## config.mk

```make
export PLATFORM = sky130hd
export DESIGN_NAME = disp_mode_ctrl
export DESIGN_NICKNAME = d
export VERILOG_FILES = /design/src/rtl/disp_pkg.sv /design/src/rtl/bcd_to_seg7.sv /design/src/rtl/disp_mode_ctrl.sv
export SDC_FILE = /design/constraint.sdc
export NUM_CORES = 1
export LEC_CHECK = 0
export ABC_AREA = 1
export ABC_CLOCK_PERIOD_IN_PS = 2850
export CAP_MARGIN = 20
export CORE_ASPECT_RATIO = 0.75
export CORE_MARGIN = 10
export CORE_UTILIZATION = 45
export CTS_BUF_LIST = sky130_fd_sc_hd__clkbuf_4 sky130_fd_sc_hd__clkbuf_8
export CTS_CLUSTER_SIZE = 28
export DETAILED_ROUTE_END_ITERATION = 7
export GPL_ROUTABILITY_DRIVEN = 0
export PLACE_DENSITY = 0.86
export SYNTH_ARGS = -nofsm -noshare
export SYNTH_HDL_FRONTEND = slang
export SYNTH_HIERARCHICAL = 1
export SYNTH_SLANG_ARGS = --single-unit
```

## constraint.sdc

```tcl
create_clock -name CLK -period 2.85 [get_ports CLK]
set_input_delay 0.855 -clock CLK [delete_from_list [all_inputs] [get_ports CLK]]
set_output_delay 0.855 -clock CLK [all_outputs]
set_load 0.02 [all_outputs]
```

## src/rtl/disp_pkg.sv

```systemverilog
// Shared encodings, glyph constants and digit indexing for the multimode clock display.
package disp_pkg;

  typedef enum logic [1:0] {
    MODE_CLOCK     = 2'd0,
    MODE_ALARM     = 2'd1,
    MODE_STOPWATCH = 2'd2,
    MODE_TIMER     = 2'd3
  } mode_e;

  typedef enum logic [1:0] {
    FIELD_NONE    = 2'd0,
    FIELD_HOURS   = 2'd1,
    FIELD_MINUTES = 2'd2,
    FIELD_SECONDS = 2'd3
  } field_e;

  localparam int unsigned NUM_DIGITS = 9;

  localparam logic [6:0] SEG_BLANK = 7'h7F;
  localparam logic [6:0] SEG_DASH  = 7'h7E;
  localparam logic [6:0] SEG_A     = 7'h08;
  localparam logic [6:0] SEG_P     = 7'h18;

  // Digit 0 sits in the top bits of the segment bus.
  function automatic int unsigned digit_lsb(input int unsigned d);
    return 56 - 7 * d;
  endfunction

endpackage

```

## src/rtl/bcd_to_seg7.sv

```systemverilog
// BCD digit to active-low seven-segment glyph {a,b,c,d,e,f,g}; non-decimal codes show a dash.
module bcd_to_seg7
  import disp_pkg::*;
(
  input  logic [3:0] bcd,
  output logic [6:0] seg
);

  always_comb begin
    seg = SEG_DASH;
    unique case (bcd)
      4'd0:    seg = 7'b0000001;
      4'd1:    seg = 7'b1001111;
      4'd2:    seg = 7'b0010010;
      4'd3:    seg = 7'b0000110;
      4'd4:    seg = 7'b1001100;
      4'd5:    seg = 7'b0100100;
      4'd6:    seg = 7'b0100000;
      4'd7:    seg = 7'b0001111;
      4'd8:    seg = 7'b0000000;
      4'd9:    seg = 7'b0000100;
      default: seg = SEG_DASH;
    endcase
  end

endmodule

```

## src/rtl/disp_mode_ctrl.sv

```systemverilog
// Display scheduler: mode/edit FSMs, blink timing and a frame-synchronous segment register
// so the renderer never sees a partly updated image.
module disp_mode_ctrl
  import disp_pkg::*;
#(
  parameter int unsigned BLINK_FRAMES = 30,
  parameter bit          BLANK_LZ     = 1'b1
) (
  input  logic        CLK,
  input  logic        RST_BTN,
  input  logic        FRAME_TICK,
  input  logic        MODE_BTN,
  input  logic        EDIT_BTN,
  input  logic        ALARM_RING,
  input  logic [35:0] CLK_BCD,
  input  logic        CLK_PM,
  input  logic [35:0] ALM_BCD,
  input  logic        ALM_PM,
  input  logic [35:0] SW_BCD,
  input  logic [35:0] TMR_BCD,
  output logic [62:0] con,
  output logic [6:0]  AP,
  output logic [1:0]  MODE,
  output logic [1:0]  EDIT_FIELD
);

  mode_e       mode_q, mode_d;
  field_e      field_q, field_d;
  logic [7:0]  cnt_q, cnt_d;
  logic        hidden_q, hidden_d;
  logic [62:0] con_q, con_d;
  logic [6:0]  ap_q, ap_d;

  mode_e       src_mode;
  logic [35:0] src_bcd;
  logic [62:0] glyph_bus;
  logic        pm;

  always_comb begin
    mode_d   = mode_q;
    field_d  = field_q;
    cnt_d    = cnt_q;
    hidden_d = hidden_q;
    if (MODE_BTN) begin
      mode_d  = mode_e'(mode_q + 2'd1);
      field_d = FIELD_NONE;
    end else if (EDIT_BTN && (mode_q != MODE_STOPWATCH)) begin
      field_d = field_e'(field_q + 2'd1);
    end
    // Restart blinking visible whenever the edited field moves.
    if (field_d != field_q) begin
      cnt_d    = 8'd0;
      hidden_d = 1'b0;
    end else if (FRAME_TICK) begin
      if (cnt_q == 8'(BLINK_FRAMES - 1)) begin
        cnt_d    = 8'd0;
        hidden_d = ~hidden_q;
      end else begin
        cnt_d = cnt_q + 8'd1;
      end
    end
  end

  // A ringing alarm always shows the time of day.
  assign src_mode = ALARM_RING ? MODE_CLOCK : mode_q;

  always_comb begin
    src_bcd = CLK_BCD;
    pm      = CLK_PM;
    unique case (src_mode)
      MODE_CLOCK:     src_bcd = CLK_BCD;
      MODE_ALARM:     begin src_bcd = ALM_BCD; pm = ALM_PM; end
      MODE_STOPWATCH: src_bcd = SW_BCD;
      MODE_TIMER:     src_bcd = TMR_BCD;
    endcase
  end

  for (genvar d = 0; d < NUM_DIGITS; d++) begin : g_digit
    bcd_to_seg7 u_seg (
      .bcd (src_bcd[35-4*d -: 4]),
      .seg (glyph_bus[digit_lsb(d) +: 7])
    );
  end

  always_comb begin
    con_d = glyph_bus;
    ap_d  = SEG_BLANK;
    if (BLANK_LZ && (src_mode inside {MODE_CLOCK, MODE_ALARM}) && (src_bcd[35:32] == 4'd0)) begin
      con_d[62:56] = SEG_BLANK;
    end
    if (hidden_q && !ALARM_RING) begin
      unique case (field_q)
        FIELD_NONE:    ;
        FIELD_HOURS:   con_d[62:49] = '1;
        FIELD_MINUTES: con_d[48:35] = '1;
        FIELD_SECONDS: con_d[34:21] = '1;
      endcase
    end
    if (src_mode inside {MODE_CLOCK, MODE_ALARM}) begin
      ap_d = pm ? SEG_P : SEG_A;
    end
    if (ALARM_RING && hidden_q) begin
      con_d = '1;
      ap_d  = SEG_BLANK;
    end
  end

  always_ff @(posedge CLK) begin
    if (RST_BTN) begin
      mode_q   <= MODE_CLOCK;
      field_q  <= FIELD_NONE;
      cnt_q    <= 8'd0;
      hidden_q <= 1'b0;
      con_q    <= '1;
      ap_q     <= SEG_BLANK;
    end else begin
      mode_q   <= mode_d;
      field_q  <= field_d;
      cnt_q    <= cnt_d;
      hidden_q <= hidden_d;
      if (FRAME_TICK) begin
        con_q <= con_d;
        ap_q  <= ap_d;
      end
    end
  end

  assign con        = con_q;
  assign AP         = ap_q;
  assign MODE       = mode_q;
  assign EDIT_FIELD = field_q;

endmodule
```

==> flow_summary_export.csv <==
group,metric,value,unit
timing,setup_violations,0,
routing,vias,6727,
finish,multi_input_area,3411,sq um
logic_synthesis,synth-seq-cells,78,
global_routing,grt_pass1_vias,6728,
timing,final.setup.tns,0,ns
logic_synthesis,syn-num-nets,1057,
routing,vias_per_cell,5.143,
floorplan,initial_core_util,0.4639,
logic_synthesis,async_reset_ff_frac,0,
setup_path,worstPathRequired,3.10,ns
finish,mostFrequentLayoutCell,"nand2_1",
clock_network,cts_made_buffers,9,
floorplan,io_pins,226,
clock_network,clkLatencyLatePin,0.36,ns
logic_synthesis,synth_cell_type_count,31,
timing,rsz0062_at_grt,"false",
logic_synthesis,synth_area_leaders,"dfxtp_1, nand2_1, ha_1, o22ai_1, nand3_1",
timing,skew,0.008437,ns
finish,drive_gt1_frac,0.1240,
global_routing,overflow,0,
logic_synthesis,netlist_area,5426,sq um
outcome,status,"complete, no violations",
routing,dr.first_iter.drc_count,569,
finish,nNetsFinal,1343,
clock_network,root_buffer,"clkbuf_8",
logic_synthesis,ys_seq_area_frac,0.2878,
power_and_ir_drop,power_density,432.0,nW/um^2
floorplan,die_y,115.1,um
timing,min_period,2.514,ns
logic_synthesis,avgSynthCellArea,6.354,sq um
routing,wirelength,20650,um
finish,register_area,1562,sq um
clock_network,clock_path_buffers,2,
clock_network,cts_tree,"built",
timing,hold_viol,0,
job,maxCapViolCount,0,
finish,final_util,0.7418,
floorplan,dieArea,16900,sq um
global_routing,grt_pass1_wl,33220,um
floorplan,core-area,11700,sq um
power_and_ir_drop,power_leakage,4.068,nW
global_routing,grt_max_degree,61,
setup_path,arrival,2.77,ns
routing,drt-pass1-iter-count,5,
finish,final_cells,1308,
logic_synthesis,synth_area_leader_cell,"dfxtp_1",
setup_path,end_kind,"register",
logic_synthesis,netlist_instances,854,
min_path,holdPathStages,2,
timing,fin_crit_sh,0.8823,
global_routing,grt_usage,0.2372,
logic_synthesis,ys.flop_type,"dfxtp_1",
routing,drc,0,
clock_network,holdBufCountCts,0,
clock_network,clock-sinks,78,
floorplan,die-width,146.8,um
finish,area_growth,59.93,%
placement,dp.final_hpwl,16180,um
global_routing,antenna_found_initial,1,
setup_path,ff2ff_path_depth,14,
floorplan,rows,34,
power_and_ir_drop,peakVddDrop,0.0002550,V
min_path,hold_path_class,"reg2reg",
timing,maxSlewViolCount,0,
placement,dp_cells,1289,
clock_network,clkTransAtPathRegs,0.08,ns
placement,port_buffers,224,
finish,num-fill-cells,900,
timing,hold_ws,0.4738,ns
logic_synthesis,synth-edff-count,0,
logic_synthesis,synth_warnings,6,
clock_network,htreeDepth,3,
routing,final_antenna_net_count,0,
finish,layout_common_cells,"nand2_1, clkdlybuf4s50_1, buf_4",
setup_path,startpoint_type,"input pin",
logic_synthesis,yosys.area.top_type_share,0.2878,
setup_path,critPathKind,"in2reg",
routing,routedWlPerCell,15.79,um
setup_path,worst-path-max-fanout,33,
timing,timing.fmax,0.3977,GHz
-- worst paths after layout --
path | from | to | slack [ns]
setup / recovery | ALARM_RING | con[10] | 0.34
hold reg to reg | con[25] | con[25] | 0.47
setup reg to reg | MODE[0] | con[38] | 0.47
hold / removal | con[25] | con[25] | 0.47
-- state kept, by name (all words and copies together) (netlist names) --
register,cells
con,63
AP,2
cnt_q,8
MODE,2
EDIT_FIELD,2
hidden_q,1
-- area by class of cell --
type                    instances  share of cell area
diodes                          1           0.0002884
clock buffers                  13             0.01918
clock inverters                 3            0.004902
inverters                      83             0.03590
multi-input cells             657              0.3930
flip-flops and latches         78              0.1799
well taps                     162             0.02336
repair buffers                311              0.3434
-- logic make-up after synthesis --
logic type,Yosys count,synth area share
and+or+nand+nor,511,0.3929
other,1,0.0006911
adders and majority gates,51,0.1176
AOI/OAI and AO/OA,87,0.1012
xor gates and xnor gates,7,0.01130
DFF,78,0.2878
buffers and inverters,119,0.08854
-- cell usage after synthesis, types with 6 or more instances --
master	number
nand2_1	364
dfxtp_1	78
inv_1	70
o22ai_1	58
nand3_1	55
ha_1	51
nand4_1	37
nor2_1	34
clkbuf_1	15
a21oi_1	12
buf_2	12
inv_2	12
nor3_1	11
o21ai_2	9
xor2_1	6
-- timing repair --
action | CTS | global route
buffers inserted | 0 | 2
resized for setup | 0 | 11
setup endpoints to repair | 0 | 56
-- critical path, stage by stage --
cell,delay (ns)
dlymetal6s2s_1,0.17
inv_2,0.14
nand2_4,0.09
nor2_2,0.17
buf_12,0.23
nand2_1,0.08
nand4_1,0.15
inv_1,0.11
ha_1,0.30
nand2_1,0.08
nand3_1,0.09
nand2_1,0.06
o22ai_1,0.14
nand2_1,0.06
-- stage by stage --
step | worst slack [ns] | cell area, sq um | power, mW
CTS | 0.04860 | 8632 | 3.748
global route | 0.2153 | 8676 | 3.997
floorplan | 0.2428 | 5426 | 2.092
detailed placement | -0.2918 | 8423 | 2.851
global placement | -0.2041 | 8423 | 2.814
finish | 0.3356 | 8678 | 3.749
-- where the power goes --
part | internal, mW | switching [mW] | total (mW)
combinational | 0.772 | 0.833 | 1.61
sequential | 1.19 | 0.0625 | 1.25
clock | 0.471 | 0.421 | 0.893
-- metal layers --
metal	vias to the layer above	global-route usage	wire length, um
met1	3098	0.2762	8695
met2	250	0.4080	9736
met5	-	0	0
li1	3347	-	-
met3	32	0.08284	1812
met4	0	0.06587	403
(Power assumes the default switching activity.)
